`src/rtl/obstacle_sequencer.sv`:
```
// obstacle_sequencer: issues the next obstacle type and hitbox width on each spawn request,
// enforces a minimum spawn gap and drives the bird wing-flap frame. Macro OBSTACLE_LFSR_EN
// selects LFSR-based random selection; without it a fixed type rotation is used.
module obstacle_sequencer #(
  parameter int unsigned NUM_TYPES  = 5,
  parameter int unsigned MIN_GAP    = 8,
  parameter int unsigned MAX_REPEAT = 2,
  parameter logic [15:0] LFSR_SEED  = 16'hACE1
) (
  input  logic       animateclk,
  input  logic       rst,
  input  logic [1:0] gamestate,
  input  logic       spawn_req,
  output logic       obs_valid,
  output logic [3:0] obstacle_sel,
  output logic [9:0] final_width,
  output logic       bird_frame,
  output logic       req_pending
);

  localparam logic [1:0] GS_RUNNING = 2'b01;
  localparam logic [1:0] GS_DEAD    = 2'b11;

  localparam logic [1:0] ST_IDLE   = 2'b00;
  localparam logic [1:0] ST_ARMED  = 2'b01;
  localparam logic [1:0] ST_GAP    = 2'b10;
  localparam logic [1:0] ST_FROZEN = 2'b11;

  localparam logic [7:0] GAP_LOAD = 8'(MIN_GAP);

  if ((NUM_TYPES < 1) || (NUM_TYPES > 5) || (MIN_GAP > 255) ||
      (MAX_REPEAT < 1) || (LFSR_SEED == 16'h0)) begin : g_bad_cfg
    $error("obstacle_sequencer: illegal parameter set");
  end

  // Type index order: 0 Cac1S, 1 Cac2S, 2 Cac1B, 3 Cac2B, 4 Bird
  function automatic logic [3:0] code_of(input logic [2:0] idx);
    case (idx)
      3'd0:    code_of = 4'b0100;
      3'd1:    code_of = 4'b0110;
      3'd2:    code_of = 4'b0101;
      3'd3:    code_of = 4'b0111;
      default: code_of = 4'b1000;
    endcase
  endfunction

  function automatic logic [9:0] width_of(input logic [2:0] idx);
    case (idx)
      3'd0:    width_of = 10'd34;
      3'd1:    width_of = 10'd68;
      3'd2:    width_of = 10'd50;
      3'd3:    width_of = 10'd100;
      default: width_of = 10'd92;
    endcase
  endfunction

  logic [1:0] state_q, state_d;
  logic [7:0] gap_cnt_q, gap_cnt_d;
  logic       req_pending_q, req_pending_d;
  logic       obs_valid_q, obs_valid_d;
  logic [3:0] sel_q, sel_d;
  logic [9:0] width_q, width_d;
  logic       bird_q, bird_d;
  logic [2:0] next_idx;
  logic       ticking;
  logic       issue;

  // Actions need both the registered mode and a live Running gamestate, so a
  // Dead/UnBegin input stops everything on the very edge it is first seen.
  assign ticking = (gamestate == GS_RUNNING) &&
                   ((state_q == ST_ARMED) || (state_q == ST_GAP));
  assign issue   = ticking && (state_q == ST_ARMED) && (spawn_req || req_pending_q);

`ifdef OBSTACLE_LFSR_EN
  localparam int unsigned   RW         = $clog2(MAX_REPEAT + 1);
  localparam logic [RW-1:0] REPEAT_LIM = RW'(MAX_REPEAT - 1);
  localparam logic [2:0]    CAND_RST   = 3'(32'(LFSR_SEED[7:0]) % NUM_TYPES);

  logic [15:0]   lfsr_q, lfsr_d;
  logic [2:0]    cand_q, cand_d;
  logic [2:0]    last_q, last_d;
  logic [RW-1:0] repeat_q, repeat_d;
  logic          force_next;

  always_comb begin
    force_next = (NUM_TYPES > 1) && (cand_q == last_q) && (repeat_q == REPEAT_LIM);
    next_idx   = force_next ? 3'((32'(cand_q) + 1) % NUM_TYPES) : cand_q;
  end

  always_comb begin
    lfsr_d   = lfsr_q;
    cand_d   = cand_q;
    last_d   = last_q;
    repeat_d = repeat_q;
    if (ticking) begin
      lfsr_d = {lfsr_q[14:0], lfsr_q[15] ^ lfsr_q[13] ^ lfsr_q[12] ^ lfsr_q[10]};
      cand_d = 3'(32'(lfsr_q[7:0]) % NUM_TYPES);
    end
    if (issue) begin
      last_d = next_idx;
      if (next_idx == last_q) begin
        if (repeat_q != '1) begin
          repeat_d = repeat_q + 1'b1;
        end
      end else begin
        repeat_d = '0;
      end
    end
  end

  // last index starts at Cac2B to agree with the reset-time obstacle_sel
  always_ff @(posedge animateclk or posedge rst) begin
    if (rst) begin
      lfsr_q   <= LFSR_SEED;
      cand_q   <= CAND_RST;
      last_q   <= 3'd3;
      repeat_q <= '0;
    end else begin
      lfsr_q   <= lfsr_d;
      cand_q   <= cand_d;
      last_q   <= last_d;
      repeat_q <= repeat_d;
    end
  end
`else
  // Rotation position 0..4 maps to Cac2B, Cac1B, Bird, Cac2S, Cac1S
  function automatic logic [2:0] rot_to_idx(input logic [2:0] pos);
    case (pos)
      3'd0:    rot_to_idx = 3'd3;
      3'd1:    rot_to_idx = 3'd2;
      3'd2:    rot_to_idx = 3'd4;
      3'd3:    rot_to_idx = 3'd1;
      default: rot_to_idx = 3'd0;
    endcase
  endfunction

  logic [2:0] rot_q, rot_d;
  logic [2:0] rot_next;

  always_comb begin
    rot_next = ((32'(rot_q) + 1) >= NUM_TYPES) ? '0 : rot_q + 3'd1;
    next_idx = rot_to_idx(rot_next);
    rot_d    = rot_q;
    if (issue) begin
      rot_d = rot_next;
    end
  end

  always_ff @(posedge animateclk or posedge rst) begin
    if (rst) begin
      rot_q <= '0;
    end else begin
      rot_q <= rot_d;
    end
  end
`endif

  always_comb begin
    state_d       = state_q;
    gap_cnt_d     = gap_cnt_q;
    req_pending_d = req_pending_q;
    obs_valid_d   = 1'b0;
    sel_d         = sel_q;
    width_d       = width_q;
    bird_d        = bird_q;
    if (ticking) begin
      bird_d = ~bird_q;
      if ((state_q == ST_GAP) && (gap_cnt_q != '0)) begin
        gap_cnt_d = gap_cnt_q - 8'd1;
      end
      if ((state_q == ST_GAP) && spawn_req) begin
        req_pending_d = 1'b1;
      end
    end
    if (issue) begin
      obs_valid_d   = 1'b1;
      sel_d         = code_of(next_idx);
      width_d       = width_of(next_idx);
      req_pending_d = 1'b0;
      gap_cnt_d     = GAP_LOAD;
    end
    // ARMED vs GAP follows the counter, so a resume lands in whichever one it held
    case (gamestate)
      GS_DEAD:    state_d = ST_FROZEN;
      GS_RUNNING: state_d = (gap_cnt_d == '0) ? ST_ARMED : ST_GAP;
      default:    state_d = ST_IDLE;
    endcase
  end

  always_ff @(posedge animateclk or posedge rst) begin
    if (rst) begin
      state_q       <= ST_IDLE;
      gap_cnt_q     <= '0;
      req_pending_q <= 1'b0;
      obs_valid_q   <= 1'b0;
      sel_q         <= 4'b0111;
      width_q       <= 10'd100;
      bird_q        <= 1'b1;
    end else begin
      state_q       <= state_d;
      gap_cnt_q     <= gap_cnt_d;
      req_pending_q <= req_pending_d;
      obs_valid_q   <= obs_valid_d;
      sel_q         <= sel_d;
      width_q       <= width_d;
      bird_q        <= bird_d;
    end
  end

  assign obs_valid    = obs_valid_q;
  assign obstacle_sel = sel_q;
  assign final_width  = width_q;
  assign bird_frame   = bird_q;
  assign req_pending  = req_pending_q;

  a_gap_has_count: assert property (@(posedge animateclk) disable iff (rst)
    (state_q == ST_GAP) |-> (gap_cnt_q != '0));
  a_armed_no_count: assert property (@(posedge animateclk) disable iff (rst)
    (state_q == ST_ARMED) |-> (gap_cnt_q == '0));
  a_issue_clears_pending: assert property (@(posedge animateclk) disable iff (rst)
    obs_valid_q |-> !req_pending_q);

endmodule

```
`config.mk`:
```
export PLATFORM = sky130hd
export DESIGN_NAME = obstacle_sequencer
export DESIGN_NICKNAME = d
export VERILOG_FILES = /design/src/rtl/obstacle_sequencer.sv
export SDC_FILE = /design/constraint.sdc
export NUM_CORES = 1
export LEC_CHECK = 0
export CAP_MARGIN = 20
export CORE_MARGIN = 2
export CORE_UTILIZATION = 40
export DETAILED_ROUTE_END_ITERATION = 8
export PLACE_DENSITY = 0.74
export SYNTH_ARGS = -nofsm -noshare
export SYNTH_HDL_FRONTEND = slang
export SYNTH_SLANG_ARGS = --single-unit
```
`constraint.sdc`:
```
create_clock -name animateclk -period 2.8 [get_ports animateclk]
set_clock_uncertainty 0.2 [all_clocks]
set_input_delay 0.84 -clock animateclk [delete_from_list [all_inputs] [get_ports animateclk]]
set_output_delay 0.84 -clock animateclk [all_outputs]
set_load 0.01 [all_outputs]
```
==> results_tabular.tex <==
\begin{tabular}{lr}
\hline
Metric & Value \\
\hline
\multicolumn{2}{l}{\textbf{Outcome}} \\
\quad Result of the run & finished, final reports clean \\
\multicolumn{2}{l}{\textbf{Route}} \\
\quad Post-DRT Antenna Nets & 0 \\
\quad DRC Markers & 0 \\
\quad Number of detailed-route iterations in the first pass & 4 \\
\quad Post-detailed-route wirelength per cell & 13.82 um \\
\quad Wirelength, routed & 2846 um \\
\quad Iter 0 DRT Violations & between 60 and 70 \\
\quad Vias after detailed routing & 1107 \\
\quad Via-to-Cell Ratio & 5.374 \\
\multicolumn{2}{l}{\textbf{Cells and area}} \\
\quad Core occupancy in the finished layout & between 50\% and 60\% \\
\quad Area of all placed cells without fillers & 1664 um\^{}2 \\
\quad Diode count & 0 \\
\quad Share of post-route cells with drive strength above 1 & 19.14\% \\
\quad Filler Cell Count & just over 300 \\
\quad Synthesis-to-layout area growth & 25.59\% \\
\quad Nets & 174 \\
\multicolumn{2}{l}{\textbf{Place}} \\
\quad Worst slack at placement & -0.2810 ns \\
\quad Placed cell area & 1595 um\^{}2 \\
\quad DP Wirelength & 2113 um \\
\quad Count of buffers from port buffering & 17 \\
\quad GP Congestion & 0.8298 \\
\multicolumn{2}{l}{\textbf{Floorplan}} \\
\quad Top-Level Pins & 22 \\
\quad Initial core utilization & 42.70\% \\
\quad Die outline width & 61.56 um \\
\quad Number of standard-cell rows in the floorplan & 20 \\
\quad Die Ht & 61.56 um \\
\quad Core ar. & 3103 um\^{}2 \\
\quad Die outline area & 3789 um\^{}2 \\
\multicolumn{2}{l}{\textbf{Timing}} \\
\quad RSZ-0062 raised after global routing & false \\
\quad Hold violation count in the final report & 0 \\
\quad Post-layout worst setup margin & between 0.05 and 0.06 ns \\
\quad Shortest clock period the worst path allows after layout & 2.741 ns \\
\quad Count of endpoints failing setup in the final report & 0 \\
\quad Pins Over Slew Limit & 0 \\
\quad Total Negative Setup Slacks & 0 ns \\
\quad Max-slew headroom at the worst pin & a little over three fifths \\
\quad FMAX & 364.9 MHz \\
\quad Part of the cycle the worst path needs & a little over nine tenths \\
\quad Worst hold slack across all endpoints & 0.2877 ns \\
\quad Transition time at the pin with the least slew margin & 0.5543 ns \\
\multicolumn{2}{l}{\textbf{Worst setup path}} \\
\quad Maximum fanout along the worst path & 4 \\
\quad Number of cells traversed by the worst register-to-register path & 7 \\
\quad Element type at the critical path start & primary input \\
\quad Endpoint class of the critical path & flop \\
\quad Crit path largest cell delay & around 0.48 ns \\
\quad Worst setup path start & gamestate[1] \\
\quad Data arrival at the endpoint of the critical path & 2.75 ns \\
\quad Critical path required time & 2.81 ns \\
\quad CP max-delay cell & sky130\_fd\_sc\_hd\_\_clkdlybuf4s50\_1 \\
\quad Crit Reg-Reg Endpoint & state\_q[1] \\
\quad Kind of cell adding the most delay to the critical path & compound AO/OA/AOI/OAI gates \\
\quad Worst Path Class, Setup & primary input to flop \\
\quad Buf+Inv Stages, Crit Path & 1 \\
\quad Reg2reg start & gap\_cnt\_q[0] \\
\quad CP Cell Sequence & clkdlybuf4s50\_1 > nand4bb\_4 > o41a\_1 > a211o\_1 > a211o\_1 > o41a\_1 \\
\quad Setup slack of the worst register-to-register path & 0.20 ns \\
\multicolumn{2}{l}{\textbf{Synthesis}} \\
\quad Top\_reg\_cell synth & sky130\_fd\_sc\_hd\_\_dfrtp\_1 \\
\quad FF+latch count, synth & 24 \\
\quad Portion of the post-synthesis area used by sequential elements & $\sim$46\% \\
\quad Synth cell types & 43 \\
\quad Share of async-settable or async-resettable flops after synthesis & 100.0\% \\
\quad Fraction of synthesized cell area taken by the top area cell type & approximately a third \\
\quad Netlist area before placement & roughly 1300 um\^{}2 \\
\quad Most area-consuming cells after synthesis & sky130\_fd\_sc\_hd\_\_dfrtp\_1 34\%, sky130\_fd\_sc\_hd\_\_dfstp\_2 12\%, sky130\_fd\_sc\_hd\_\_ha\_1 5.7\%, sky130\_fd\_sc\_hd\_\_buf\_4 4.0\%, sky130\_fd\_sc\_hd\_\_nor2\_1 3.7\% \\
\quad Synth cell count leaders & 18 x sky130\_fd\_sc\_hd\_\_dfrtp\_1, 13 x sky130\_fd\_sc\_hd\_\_nor2\_1, 12 x sky130\_fd\_sc\_hd\_\_nand2\_1, 11 x sky130\_fd\_sc\_hd\_\_inv\_1, 9 x sky130\_fd\_sc\_hd\_\_a21oi\_1 \\
\quad Yosys Warn Count & 0 \\
\quad Post-synthesis area per instance & around 9.9 um\^{}2 \\
\quad Gate count of the mapped netlist & 134 \\
\quad Leading cell type by number of instances after synthesis & sky130\_fd\_sc\_hd\_\_dfrtp\_1 \\
\quad Largest area contributor in the synthesized netlist & sky130\_fd\_sc\_hd\_\_dfrtp\_1 \\
\quad Number of synthesized flops with an enable pin & 0 \\
\multicolumn{2}{l}{\textbf{Clocking}} \\
\quad Root Buffer Master & sky130\_fd\_sc\_hd\_\_clkbuf\_4 \\
\quad H-tree depth & 1 \\
\quad Hold-fix buffers at CTS & 0 \\
\quad Count of instances resized after the clock tree is built & 0 \\
\quad Clk Latency, worst-skew pair & 0.32 ns \\
\quad Register clock-pin slew on the reported worst setup and hold paths & 0.14 ns \\
\quad Clock Sinks & 24 \\
\quad Maximum buffer depth of the clock tree & 2 \\
\quad Number of buffers inserted during clock tree synthesis & 3 \\
\quad Post-CTS repair timing setup buffer count & 0 \\
\quad Clock tree from TritonCTS & built \\
\multicolumn{2}{l}{\textbf{Worst hold path}} \\
\quad Startpoint of the tightest hold check path & obstacle\_sel[0] \\
\quad Hold Path End & obstacle\_sel[0] \\
\quad Type of the worst min-delay path & flop to flop \\
\quad Worst hold path cell count & 2 \\
\multicolumn{2}{l}{\textbf{Job}} \\
\quad Maxcap violations & 0 \\
\multicolumn{2}{l}{\textbf{Global routing}} \\
\quad Total Routing Usage GR & 17.53\% \\
\quad Global-route congestion overflow total & 0 \\
\quad Wire length of the first global-routing pass & 4878 um \\
\quad Vias in the first global route & 1082 \\
\quad Largest net degree at the start of global routing & 25 \\
\quad Antenna violations before repair & 0 \\
\multicolumn{2}{l}{\textbf{Power}} \\
\quad Leakage power & roughly 0.75 nW \\
\quad PD cells & 1053 nW/um\^{}2 \\
\quad Maximum vdd ir drop & 0.0005775 V \\
\hline
\end{tabular}
==> metal layers <==
| metal | track usage [%] | part of all wire (%) |
|---|---|---|
| met2 | 30.68 | 50 |
| met5 | 0 | 0 |
| met3 | 4.622 | 5.5 |
| met1 | 20.78 | 42 |
| met4 | 5.775 | 2.1 |
==> registers in the layout, summed over array words and instances (netlist names) <==
| register | count |
|---|---|
| state_q | 2 |
| obs_valid | 1 |
| final_width | 5 |
| obstacle_sel | 3 |
| bird_frame | 1 |
| rot_q | 3 |
| req_pending | 1 |
| gap_cnt_q | 8 |
==> where the power goes <==
part / internal (mW) / switching (mW)
Clock: 0.145 / 0.110
Combinational: 0.420 / 0.420
Sequential: 0.520 / 0.138
Total: 1.08 / 0.668
==> worst max-delay path by stage <==
stage / endpoint / slack (ns) / cells after the start
floorplan: state_q[1] / 0.33 / 5
global placement: state_q[1] / -0.16 / 6
detailed placement: state_q[1] / -0.28 / 6
CTS: state_q[1] / 0.08 / 6
global route: state_q[1] / 0.03 / 6
finish: state_q[1] / 0.06 / 6
==> worst reg2reg max path: stages, from the launching register on <==
cell and delay [ns]:
sky130_fd_sc_hd__dfrtp_1 0.46, sky130_fd_sc_hd__inv_1 0.10, sky130_fd_sc_hd__ha_1 0.18, sky130_fd_sc_hd__nor3b_1 0.49, sky130_fd_sc_hd__nand3_1 0.15, sky130_fd_sc_hd__a211o_1 0.32, sky130_fd_sc_hd__a211o_1 0.26, sky130_fd_sc_hd__o41a_1 0.32
==> cell type report <==
class | count | area (um^2) | area share, %
clock inverters | 1 | 30.03 | 1.805
well taps | 44 | 55.05 | 3.308
clock buffers | 3 | 22.52 | 1.353
flip-flops and latches | 24 | 608.1 | 36.54
repair buffers | 29 | 260.3 | 15.64
inverters | 12 | 45.04 | 2.707
multi-input cells | 93 | 643.1 | 38.65
==> cell families after synthesis <==
logic type / synth area share [%]
AOI/OAI and AO/OA: 19.64
xor gates and xnor gates: 2.644
adders and majority gates: 5.666
buffers and inverters: 7.648
DFF: 45.89
other: 0.2830
and+or+nand+nor: 18.22
==> layout by cell type, fill, tap and decap left out, types with 2 or more instances in the layout <==
| cell | n |
|---|---|
| sky130_fd_sc_hd__dfrtp_1 | 18 |
| sky130_fd_sc_hd__clkdlybuf4s50_1 | 17 |
| sky130_fd_sc_hd__nor2_1 | 13 |
| sky130_fd_sc_hd__nand2_1 | 12 |
| sky130_fd_sc_hd__buf_4 | 12 |
| sky130_fd_sc_hd__inv_1 | 11 |
| sky130_fd_sc_hd__a21oi_1 | 9 |
| sky130_fd_sc_hd__ha_1 | 6 |
| sky130_fd_sc_hd__dfstp_2 | 6 |
| sky130_fd_sc_hd__o21ai_0 | 4 |
| sky130_fd_sc_hd__conb_1 | 4 |
| sky130_fd_sc_hd__o21a_1 | 3 |
| sky130_fd_sc_hd__clkbuf_4 | 3 |
| sky130_fd_sc_hd__nor3b_1 | 2 |
| sky130_fd_sc_hd__o31ai_1 | 2 |
| sky130_fd_sc_hd__nand4_1 | 2 |
| sky130_fd_sc_hd__xor2_1 | 2 |
| sky130_fd_sc_hd__a21o_1 | 2 |
| sky130_fd_sc_hd__nand3_1 | 2 |
| sky130_fd_sc_hd__a211oi_1 | 2 |
| sky130_fd_sc_hd__o41a_1 | 2 |
| sky130_fd_sc_hd__a211o_1 | 2 |
| sky130_fd_sc_hd__xnor2_1 | 2 |
| sky130_fd_sc_hd__nor3_1 | 2 |
| sky130_fd_sc_hd__a41oi_1 | 2 |
==> through the flow <==
stage               power [mW]  std cells
finish                   1.753        206
detailed placement       1.490        202
global route             1.908        206
CTS                      1.755        206
global placement         1.444        202
floorplan                1.187        137
Note: power is estimated with default switching activity, not from simulation.
